===== src/rtl/dmac_bus_arbiter.sv =====
// Two-master AHB-lite arbiter between the CPU (M0) and the DMAC (M1). The DMAC has fixed priority.
// A beat-count tenure limit with a one-transfer CPU backoff keeps the CPU from being starved.
module dmac_bus_arbiter #(
  parameter int unsigned MAX_TENURE = 16,
  parameter int unsigned CNT_W      = $clog2(MAX_TENURE + 1)
) (
  input  logic       clk,
  input  logic       rst_n,
  input  logic       cpu_req,
  input  logic       cpu_lock,
  input  logic       dma_req,
  input  logic       dma_lock,
  input  logic       HReady,
  input  logic [1:0] HTrans,
  output logic       cpu_grant,
  output logic       dma_grant,
  output logic       hmaster,
  output logic       hmaster_d,
  output logic       tenure_expired
);

  localparam logic [CNT_W-1:0] MaxCnt = CNT_W'(MAX_TENURE);
  localparam logic [1:0]       TransNonseq = 2'b10;

  typedef enum logic [0:0] {StCpu, StDma} state_e;

  state_e           state_q, state_d;
  logic             hmaster_q, hmaster_data_q;
  logic [CNT_W-1:0] cnt_q, cnt_d;
  logic             backoff_q, backoff_d;
  logic             expired_q, expired_d;

  always_comb begin
    state_d   = state_q;
    cnt_d     = cnt_q;
    backoff_d = backoff_q;
    expired_d = 1'b0;
    if (HReady) begin
      // HTrans is only looked at under the owner qualifier, so an X from an idle master is masked.
      if (hmaster_q && HTrans[1] && (cnt_q != MaxCnt)) begin
        cnt_d = cnt_q + 1'b1;
      end
      if ((!hmaster_q && (HTrans == TransNonseq)) || !cpu_req) begin
        backoff_d = 1'b0;
      end
      unique case (state_q)
        StCpu: begin
          if (dma_req && !cpu_lock && !backoff_q) begin
            state_d = StDma;
            cnt_d   = '0;
          end
        end
        StDma: begin
          if (!dma_req) begin
            state_d = StCpu;
          end else if (cpu_req && !dma_lock && (cnt_q >= MaxCnt)) begin
            state_d   = StCpu;
            backoff_d = 1'b1;
            expired_d = 1'b1;
          end
        end
        default: state_d = StCpu;
      endcase
    end
  end

  always_ff @(posedge clk or negedge rst_n) begin
    if (!rst_n) begin
      state_q        <= StCpu;
      hmaster_q      <= 1'b0;
      hmaster_data_q <= 1'b0;
      cnt_q          <= '0;
      backoff_q      <= 1'b0;
      expired_q      <= 1'b0;
    end else begin
      state_q   <= state_d;
      cnt_q     <= cnt_d;
      backoff_q <= backoff_d;
      // Pulse is cleared every cycle so it stays one cycle wide even across wait states.
      expired_q <= expired_d;
      if (HReady) begin
        hmaster_q      <= (state_q == StDma);
        hmaster_data_q <= hmaster_q;
      end
    end
  end

  assign cpu_grant      = (state_q == StCpu);
  assign dma_grant      = (state_q == StDma);
  assign hmaster        = hmaster_q;
  assign hmaster_d      = hmaster_data_q;
  assign tenure_expired = expired_q;

endmodule


===== config.mk =====
export PLATFORM = sky130hd
export DESIGN_NAME = dmac_bus_arbiter
export DESIGN_NICKNAME = d
export VERILOG_FILES = /design/src/rtl/dmac_bus_arbiter.sv
export SDC_FILE = /design/constraint.sdc
export NUM_CORES = 1
export LEC_CHECK = 0
export ABC_CLOCK_PERIOD_IN_PS = 2750
export BUFFER_PORTS_ARGS = -buffer_cell sky130_fd_sc_hd__buf_4
export CAP_MARGIN = 20
export CORE_UTILIZATION = 35
export DETAILED_ROUTE_END_ITERATION = 16
export GPL_TIMING_DRIVEN = 0
export SLEW_MARGIN = 10
export SYNTH_ARGS = -nofsm -noshare
export SYNTH_HDL_FRONTEND = slang
export SYNTH_SLANG_ARGS = --single-unit

===== constraint.sdc =====
create_clock -name clk -period 2.75 [get_ports clk]
set_input_delay 0.275 -clock clk [delete_from_list [all_inputs] [get_ports clk]]
set_output_delay 0.275 -clock clk [all_outputs]
set_load 0.1 [all_outputs]

## Yosys cells after proc, flatten, opt, wreduce, memory -nomap -nowiden

Cells that the tools add are included.

- Bits in registers: 10
- Input port bits: 9
- Output and inout port bits: 5
- Word-level logic and storage cells: 39

- $add $sub $neg: 1
- Order comparisons: 1
- Eq/ne operators: 2
- Muxes and demuxes: 15
- Bitwise operators: 1
- Reduce and logical (&&, ||, !) cells: 13

Operators by type and width:

| operator | count |
|---|---|
| 5-bit 2-to-1 mux | 3 |
| 1-bit 2-to-1 mux | 11 |
| 1-bit logical AND | 7 |
| 5-bit by 1-bit adder with 5-bit output (second input constant) | 1 |
| 5-bit >= comparator (second input constant) | 1 |
| 1-bit logical NOT | 5 |
| 5-bit inequality test (second input constant) | 1 |
| 2-bit equality test (second input constant) | 1 |
| 1-bit one-hot mux with 2 select lines | 1 |
| 1-bit logical OR | 1 |
| 1-bit NOT | 1 |

## Logic depth before layout (Yosys ltp)

- Word-level depth: 7
- Gate-level depth with buffers: 5
- Mapped depth without buffers: 5

## Worst setup path before layout

OpenSTA, ideal clock, no wires.

- Path type: reg2out
- Start point: reg state_q (netlist: dma_grant)
- End point: out cpu_grant
- Arrival time: 1.651 ns
- Data required time: 2.475 ns
- Path slack: 0.824 ns
- Cell stages (with the launch flop): 2
- Path buffers: 0
- Cell sequence: dfrtp_1 inv_1

- Word-level cells in the longest chain between the ends: 1

RTL lines:

| item | line | RTL |
|---|---|---|
| start, declared | 27 | `state_e state_q, state_d;` |
| start signal, assigned | 69 | `state_q <= StCpu;` |
| start signal, assigned | 76 | `state_q <= state_d;` |
| 1-bit NOT | - |  |
| end, declared | 15 | `output logic cpu_grant,` |

Every way passes these cells.

## Worst setup path in the final report

- Start point: reg cnt_q[0]
- End point: reg cnt_q[1]

- Word-level cells in the longest chain between the ends: 5

RTL lines:

| item | line | RTL |
|---|---|---|
| start, declared | 29 | `logic [CNT_W-1:0] cnt_q, cnt_d;` |
| start signal, assigned | 77 | `cnt_q <= cnt_d;` |
| parallel branches: the longest is 2 deep, another holds 5-bit by 1-bit adder with 5-bit output | - |  |
| 5-bit 2-to-1 mux (*) | 40 | `if (hmaster_q && HTrans[1] && (cnt_q != MaxCnt)) begin` |
| 5-bit 2-to-1 mux | 48 | `if (dma_req && !cpu_lock && !backoff_q) begin` |
| 5-bit 2-to-1 mux (*) | 46 | `unique case (state_q)` |

Every way passes the cells marked *.
A chain may end at the register's enable or synchronous reset.

==> metrics <==
Final Setup Violations 0; Die Width 40.6 um; Syn Area/Cell 10.4 um2; total number of vias 417; clock tree from TritonCTS done; starting density of the core 38.6%; num rows 13; CTS sink count 10; overall power 0.000487 W; syn_nets 61; htree depth 1; crit start category register; initial antenna violation count 0; vias in the first global route 330; Achievable Freq 674 MHz; Routability Congestion 0.685; hpwl dp 731 um; pin slew with the least headroom to its limit 0.642 ns; # nets final 79; slowest stage delay, CP 0.43 ns; pin count of the biggest net entering global routing 11; n_diodes 0; crit path cell chain inv_1 -> ha_1 -> nor4bb_1 -> or3b_1 -> a21oi_1; Synth Area in Adders 4.80%; Crit Path Category reg2reg; total global-route track usage 15.2%; mux share of post-synthesis cell area 4.32%; Synth Area in Simple Gates 21.8%; DRT Wirelength 980 um; Fillers 124; element type at the critical path end register; flops & latches, synth 10; Max-Cap Viols 0; DR vias/cell 5.09; Required @ worst endpoint 2.87 ns; Clock Tree Root clkbuf_4; cell family with most CP delay simple AND/OR/NAND/NOR gates; detailed router's first-iteration violation count 2; CP Data Arrival Time 1.61 ns; Unique masters post-synth 20; DP Worst Slack 1.29 ns; io pins 14; GR Overflow Total 0; Buf/Inv on CP 1; final worst setup slack 1.27 ns; Compound-Gate Fraction of Synth Area 15.3%; setup TNS 0 ns; Max VDD drop 0.000386 V; Post-DRT Antenna Nets 0; setup slack, reg-to-reg 1.27 ns; Pwr Density 720 nW/um2; synthesized cell area 522 um2; RSZ-0062 raised after global routing false; sequential area share after synthesis 48.0%; share of the synthesized area in the top cell type 48.0%; total CTS buffers 3; CP Max Fanout 5; slew margin rel. 56.9%; status complete, no violations; Warnings, synthesis 0; Cells after Synth 50; global-route wire length before repair 1470 um; Worst-path clk slew 0.07 ns; area growth from synthesis to layout 29.7%; biggest area consumer among synthesized cells dfrtp_1; Slew Limit Fails 0; minimum clock period after layout 1.48 ns; Die Y 40.6 um; post_cts resized 0; core area 1350 um2; maximum clock path buffer count 2; Skew-Pair Late Insertion Delay 0.27 ns; main combinational cell family by area after synthesis simple AND/OR/NAND/NOR gates; Post-Synth XOR/XNOR Area 0%; fraction of layout cells with a size suffix above 1 32.8%; IO buf count 12; drt first pass iters 2; # DRC 0; Die ar. 1650 um2; wire per inst 12.0 um; final number of hold-violating endpoints 0; period utilisation layout 53.9%; LEAKAGE 0.335 nW; HP Class in2reg; top cells by area, synth dfrtp_1 (48%), o21ai_0 (5.8%), a21oi_1 (4.8%), ha_1 (4.8%), inv_1 (4.3%); Max stage delay cell, worst path nor4bb_1; Clock Skew 0.000366 ns
==> cell usage in the layout (no fill, tap or decap), types with 2 or more instances in the layout <==
cell / Yosys / final
o21ai_0: 6 / 6
a21o_1: 2 / 2
inv_1: 6 / 6
buf_4: 1 / 13
dfrtp_1: 10 / 10
clkbuf_4: 0 / 3
mux2_2: 2 / 2
a21oi_1: 5 / 5
or3_1: 3 / 3
ha_1: 2 / 2
nand2_1: 3 / 3
==> sequential cells by signal (all words and copies together), names as in the netlist <==
name            flops
cnt_q               5
backoff_q           1
dma_grant           1
hmaster             1
hmaster_d           1
tenure_expired      1
==> metrics by stage <==
stage / instance area [um2] / std cells / hold WS, ns / util, %
after floorplan: 522 / 50 / -0.0206 / -
after global placement: 631 / 77 / 0.111 / 46.7
after detailed placement: 631 / 77 / 0.113 / 46.7
after CTS: 677 / 82 / 0.305 / 50.1
after global routing: 677 / 82 / 0.316 / 50.1
final: 677 / 82 / 0.309 / 50.1
==> Yosys cell counts (all sizes together) <==
master and number:
or3b 1, dfrtp 10, and3b 1, a311o 1
nand4 1, nor3b 1, or3 3, a21o 2
nand3 2, buf 1, nor4 1, a21oi 5
ha 2, mux2 2, inv 6, and4 1
nor4bb 1, o21ai 6, nand2 3
==> report_power, final <==
group,total [W],switching [W],internal (W)
clock network,0.000133,0.0000527,0.0000805
logic,0.000162,0.000113,0.0000494
registers,0.000192,0.0000242,0.000168
==> cell families (layout without fill, tap and decap cells) <==
logic type,after synthesis,after routing
compound gates,14,14
buf+inv,7,24
mux,2,2
simple gates,15,15
flops,10,10
fa+ha+maj,2,2
==> final cells by class <==
cell class	count	area, um2	area share, %
Buffer	1	7.51	1.11
Clock buffer	4	36.3	5.36
Inverter	6	22.5	3.33
Multi-Input combinational cell	33	241	35.7
Sequential cell	10	250	37.0
Tap cell	15	18.8	2.77
Timing Repair Buffer	13	100	14.8
==> path summary, 6_finish.rpt <==
check                          start        endpoint  cells past startpoint
min reg2reg                backoff_q       backoff_q                      1
max reg2reg                 cnt_q[0]        cnt_q[1]                      5
min in group asynchronous      rst_n        cnt_q[2]                      2
max                         cnt_q[0]        cnt_q[1]                      5
max in group asynchronous      rst_n  tenure_expired                      2
min                         cpu_lock        cnt_q[1]                      3
==> per-layer routing <==
metal	GRT usage, %	wire length (um)	share of wire (%)	vias up
li1	-	-	-	218
met4	10.0	20	2.0	0
met5	0	0	0	-
met2	19.4	430	44	7
met1	18.2	486	50	187
met3	9.78	43	4.4	5
==> tightest hold or removal path, stage by stage <==
cell     delay (ns)
buf_4          0.08
nor4_2         0.07
a21oi_1        0.11
==> what timing repair did <==
item	in CTS	in global routing
endpoints found under the hold margin	10	0
buffers inserted	0	0
hold buffers	1	0
No activity file was read; power rests on OpenSTA's default activity.
